### src/rtl/i2s_sd_receiver.sv
// I2S / MSB-justified serial-data receiver: finds slots from WS edges, deserializes
// MSB-first words and presents them through a single-entry valid/ready holding register.
module i2s_sd_receiver #(
  parameter int DW = 32,
  parameter int CW = 6
) (
  input  logic          clk,
  input  logic          rst_,
  input  logic          rx_en,
  input  logic          standard,
  input  logic          frame_size,
  input  logic          stereo,
  input  logic          ws,
  input  logic          sd,
  output logic [DW-1:0] rx_data,
  output logic          rx_chan,
  output logic          rx_valid,
  input  logic          rx_ready,
  output logic          overflow,
  output logic          short_err,
  output logic          busy
);

  typedef enum logic [1:0] {IDLE, CAP_L, CAP_R, SKIP_R} state_t;

  state_t        state, state_nx;
  logic          prev_left, pend_l, pend_r;
  logic          std_q, fs_q, st_q, load_cfg;
  logic [CW-1:0] cnt, cnt_nx, n_bits;
  logic [DW-1:0] sr, sr_nx, first_bit;
  logic          cmp_vld, cmp_vld_nx, cmp_chan, cmp_chan_nx, short_nx;
  logic [DW-1:0] cmp_data, cmp_data_nx;
  logic          msb_mode, is_left, left_raw, right_raw, left_ev, right_ev, capturing;

  // In I2S the slot boundary lags the WS edge by one clock, so the edge is delayed
  // through pend_l/pend_r; from then on both standards share the same datapath.
  assign msb_mode  = (state == IDLE) ? standard : std_q;
  assign is_left   = (ws == msb_mode);
  assign left_raw  = is_left & ~prev_left;
  assign right_raw = ~is_left & prev_left;
  assign left_ev   = msb_mode ? left_raw : pend_l;
  assign right_ev  = msb_mode ? right_raw : pend_r;
  assign capturing = (state == CAP_L) || (state == CAP_R);
  assign n_bits    = fs_q ? CW'(DW) : CW'(DW / 2);
  assign first_bit = {{(DW-1){1'b0}}, sd};
  assign busy      = capturing;

  always_comb begin
    state_nx    = state;
    cnt_nx      = cnt;
    sr_nx       = sr;
    cmp_vld_nx  = 1'b0;
    cmp_chan_nx = cmp_chan;
    cmp_data_nx = cmp_data;
    short_nx    = 1'b0;
    load_cfg    = 1'b0;
    if (left_ev || (right_ev && state == CAP_L)) begin
      // A slot cut short still yields its bits, MSB-aligned within the slot width.
      if (capturing && cnt != '0 && cnt < n_bits) begin
        cmp_vld_nx  = 1'b1;
        cmp_data_nx = sr << (n_bits - cnt);
        cmp_chan_nx = (state == CAP_R);
        short_nx    = 1'b1;
      end
      cnt_nx = '0;
      sr_nx  = '0;
      if (left_ev) begin
        state_nx = rx_en ? CAP_L : IDLE;
        load_cfg = rx_en;
      end else begin
        state_nx = st_q ? CAP_R : SKIP_R;
      end
      if (state_nx == CAP_L || state_nx == CAP_R) begin
        sr_nx  = first_bit;
        cnt_nx = CW'(1);
      end
    end else if (capturing && cnt < n_bits) begin
      sr_nx  = {sr[DW-2:0], sd};
      cnt_nx = cnt + CW'(1);
      if (cnt == n_bits - CW'(1)) begin
        cmp_vld_nx  = 1'b1;
        cmp_data_nx = sr_nx;
        cmp_chan_nx = (state == CAP_R);
      end
    end
  end

  always_ff @(posedge clk or negedge rst_) begin
    if (!rst_) begin
      state     <= IDLE;
      prev_left <= 1'b0;
      pend_l    <= 1'b0;
      pend_r    <= 1'b0;
      std_q     <= 1'b0;
      fs_q      <= 1'b0;
      st_q      <= 1'b0;
      cnt       <= '0;
      sr        <= '0;
      cmp_vld   <= 1'b0;
      cmp_chan  <= 1'b0;
      cmp_data  <= '0;
      short_err <= 1'b0;
    end else begin
      state     <= state_nx;
      prev_left <= is_left;
      pend_l    <= left_raw;
      pend_r    <= right_raw;
      cnt       <= cnt_nx;
      sr        <= sr_nx;
      cmp_vld   <= cmp_vld_nx;
      cmp_chan  <= cmp_chan_nx;
      cmp_data  <= cmp_data_nx;
      short_err <= short_nx;
      if (load_cfg) begin
        std_q <= standard;
        fs_q  <= frame_size;
        st_q  <= stereo;
      end
    end
  end

  // Holding register: a pop and a load on the same edge leave it full with the new word.
  always_ff @(posedge clk or negedge rst_) begin
    if (!rst_) begin
      rx_data  <= '0;
      rx_chan  <= 1'b0;
      rx_valid <= 1'b0;
      overflow <= 1'b0;
    end else begin
      overflow <= 1'b0;
      if (cmp_vld) begin
        if (rx_valid && !rx_ready) begin
          overflow <= 1'b1;
        end else begin
          rx_data  <= cmp_data;
          rx_chan  <= cmp_chan;
          rx_valid <= 1'b1;
        end
      end else if (rx_valid && rx_ready) begin
        rx_valid <= 1'b0;
      end
    end
  end

endmodule

### config.mk
export PLATFORM = sky130hd
export DESIGN_NAME = i2s_sd_receiver
export DESIGN_NICKNAME = d
export VERILOG_FILES = /design/src/rtl/i2s_sd_receiver.sv
export SDC_FILE = /design/constraint.sdc
export NUM_CORES = 1
export LEC_CHECK = 0
export BUFFER_PORTS_ARGS = -buffer_cell sky130_fd_sc_hd__buf_2
export CORE_ASPECT_RATIO = 1.75
export CORE_UTILIZATION = 55
export DETAILED_ROUTE_END_ITERATION = 10
export PLACE_DENSITY = 0.74
export SYNTH_ARGS = -nofsm -noshare
export SYNTH_HDL_FRONTEND = slang
export SYNTH_SLANG_ARGS = --single-unit
export TNS_END_PERCENT = 100
### constraint.sdc
create_clock -name clk -period 4 [get_ports clk]
set_input_delay 0.8 -clock clk [delete_from_list [all_inputs] [get_ports clk]]
set_output_delay 0.8 -clock clk [all_outputs]
set_load 0.02 [all_outputs]
==> qor.yml <==
critical_path:
  required_ns: 4.27
  r2r_cells: 9
  max_stage_delay_ns: 0.71
  r2r_setup_slack_ns: 0.77
  cp_max_fo: 30
  r2r_start: "cnt[0]"
  reg2reg_to: "cmp_data[17]"
  critPathKind: "flop to flop"
  endpoint_kind: "flop"
  cp-start-kind: "flop"
  slowest_stage: "mux2i_1"
  path_cells: "inv_1, ha_1, inv_1, buf_4, mux2i_1, mux2i_1, a221o_1, o221ai_1, o21ai_0"
  crit_arrival_ns: 3.50
synthesis:
  synth_top_area_frac: 0.430
  ys_top_cells_by_area: "dfrtp_1, mux2_2, nand2_1"
  ys.flop_type: "dfrtp_1"
  ys_seq_area_frac: 0.430
  synth-seq-cells: 116
  yosysWarningCount: 0
  synthArstFlopShare: 1.00
  syn_area_per_cell_sq_um: 9.92
  synth.largest_area_cell: "dfrtp_1"
  synth_nets: 696
  yosysUniqueCellTypes: 66
  synth_edf_count: 0
  syn_inst: 680
  synth_area_sq_mm: 0.00675
place:
  dpl.hpwl_microns: 13600
  place.gp.congestion: 1.01
  io_buffer_count: 45
finish:
  final_core_util: 0.638
  antennaDiodeCount: 0
  area_delta_synth_final_pct: 13.6
  num-nets-final: 731
  drive_above_1_share: 0.257
global_routing:
  grt_pass1_wl_microns: 30000
  grt_pass1_vias: 5506
  grtUsageTotal: 0.313
  antenna_found_initial: 0
  grt-ovfl-total: 0
  grt_max_degree: 66
hold_path:
  hold_path_class: "input pin to async pin"
floorplan:
  fp-row-count: 53
  ioPinCount: 46
  fp.dieH_microns: 149
  die_w_microns: 85.7
  start_util: 0.562
  coreArea_sq_mm: 0.0120
  die-area_sq_mm: 0.0127
flow_run:
  maxCapViolations: 0
sta:
  tns_ns: 0
  worst_slew_pin_slew_ns: 0.816
  period_share: 0.808
  skew_ns: 0.0135
  finalCriticalPeriod_ns: 3.23
  rsz0062_at_grt: "no"
  slew_headroom: 0.450
  finalSetupViolCount: 0
  fmax_mhz: 309
  finalMaxSlewViolations: 0
  finalHoldViolCount: 0
clocking:
  cts_tree: "done"
  cts_setup_buffers: 0
  cts_root_buffer: "clkbuf_16"
  clock_path_buffers: 2
  clk_pin_slew_ns: 0.06
  cts_buffers: 17
  clock_latency_ns: 0.42
  cts_resized: 0
  cts.htree.levels: 4
  cts_sinks: 116
  cts-hold-fix-buffers: 0
power:
  p_switching_mw: 3.47
  p_leak_nw: 3.42
  pwr-share-seq: 0.248
  p_int_mw: 3.72
  combPwrFrac: 0.556
  p_sw_frac: 0.483
  irDropWorstVdd_uv: 1140
  p_clk_frac: 0.196
  power_density_mw_per_mm2: 938
route:
  wl_microns: 18800
  drtAntennaViolNets: 0
  via_per_inst: 6.14
  first_pass_iters: 7
  routed-via-count: 5480
  drc: 0
  drtIter0Drc: 479
  wl_per_cell_microns: 21.1
status:
  outcome: "finished, final reports clean"
-- routing by layer --
layer	share of wire	GRT usage	vias up	routed length, microns
met5	0	0	-	0
met4	0.055	0.183	0	1030
met3	0.036	0.0438	61	679
met2	0.51	0.530	191	9560
met1	0.40	0.378	2681	7540
li1	-	-	2547	-
-- placed cells by master, fill, tap and decap left out, types with 5 or more instances in the layout --
cell type / n
o211ai_1: 9
o21ai_0: 22
a221oi_1: 11
inv_1: 12
buf_4: 17
o2111ai_1: 5
a22oi_1: 5
ha_1: 7
nor2_1: 63
xnor2_1: 7
clkbuf_16: 17
nor3_1: 13
a21oi_1: 47
nor2b_1: 6
buf_2: 44
a22o_1: 8
nand3_1: 5
dfrtp_1: 116
mux2_2: 63
mux4_2: 9
mux2i_1: 34
nand2_1: 110
-- synth_stat cells (4+ instances only) --
| cell | number |
|---|---|
| dfrtp_1 | 116 |
| nand2_1 | 110 |
| nor2_1 | 64 |
| mux2_2 | 63 |
| a21oi_1 | 47 |
| mux2i_1 | 34 |
| o21ai_0 | 22 |
| buf_2 | 21 |
| clkbuf_1 | 15 |
| nor3_1 | 13 |
| inv_1 | 12 |
| a221oi_1 | 11 |
| mux4_2 | 9 |
| o211ai_1 | 9 |
| xnor2_1 | 9 |
| a22o_1 | 8 |
| ha_1 | 7 |
| nor2b_1 | 6 |
| a22oi_1 | 5 |
| a31oi_1 | 5 |
| nand3_1 | 5 |
| o2111ai_1 | 5 |
| a2111oi_0 | 4 |
| a221oi_2 | 4 |
| and2_1 | 4 |
| and3_1 | 4 |
| buf_4 | 4 |
| nor4_1 | 4 |
-- how the worst max path moves through the flow --
stage                         from           end  slack [ns]
after floorplan             cnt[0]  cmp_data[11]        1.02
after global placement    standard   cmp_data[4]        0.94
after detailed placement  standard   cmp_data[4]        0.87
after CTS                   cnt[0]  cmp_data[17]        0.93
after global routing        cnt[0]  cmp_data[17]        0.67
final                       cnt[0]  cmp_data[17]        0.77
-- area by class of cell --
cell class                      count  area [sq um]
Fill cell                         995          4340
Multi-Input combinational cell    506          3590
Sequential cell                   116          2900
Clock buffer                       18           439
Timing Repair Buffer               62           368
Tap cell                          165           206
Clock inverter                     14           106
Inverter                           12          45.0
-- registers in the layout, summed over array words and instances, names as in the netlist --
| signal | flops |
|---|---|
| rx_valid | 1 |
| fs_q | 1 |
| cnt | 6 |
| rx_data | 32 |
| overflow | 1 |
| pend_r | 1 |
| st_q | 1 |
| pend_l | 1 |
| cmp_data | 32 |
| sr | 32 |
| std_q | 1 |
| cmp_chan | 1 |
| rx_chan | 1 |
| cmp_vld | 1 |
| state | 2 |
| prev_left | 1 |
| short_err | 1 |
-- critical path: cells and delay by family (launching register included) --
family                     cells  cell delay [ns]
adders and majority gates      1             0.35
AOI/OAI and AO/OA              3             0.74
buffers and inverters          3             0.57
muxes                          2             0.96
DFF                            1             0.46
-- cells by family after synthesis --
logic type | after synthesis | synth area share
buffers and inverters | 58 | 0.0417
muxes | 109 | 0.193
adders and majority gates | 7 | 0.0130
xor gates and xnor gates | 12 | 0.0167
and+or+nand+nor | 224 | 0.144
DFF | 116 | 0.430
AOI/OAI and AO/OA | 154 | 0.162
-- metrics by stage --
stage / area [sq um] / setup slack (ns) / cells / hold WS, ns / power, mW
floorplan: 6750 / 1.02 / 680 / 0.435 / 4.65
global placement: 7120 / 0.941 / 861 / 0.449 / 5.67
detailed placement: 7120 / 0.874 / 861 / 0.463 / 5.73
global route: 7660 / 0.671 / 893 / 0.471 / 7.59
finish: 7660 / 0.769 / 893 / 0.418 / 7.19
CTS: 7660 / 0.929 / 893 / 0.436 / 7.16
-- power groups by stage --
stage | Combinational, mW | Sequential, mW | Clock [mW]
6_report | 4.00 | 1.78 | 1.41
5_1_grt | 4.30 | 1.83 | 1.47
4_1_cts | 3.95 | 1.79 | 1.42
3_5_place_dp | 3.92 | 1.80 | 0
3_3_place_gp | 3.89 | 1.78 | 0
2_1_floorplan | 2.75 | 1.90 | 0
No activity file was read; power rests on OpenSTA's default activity.
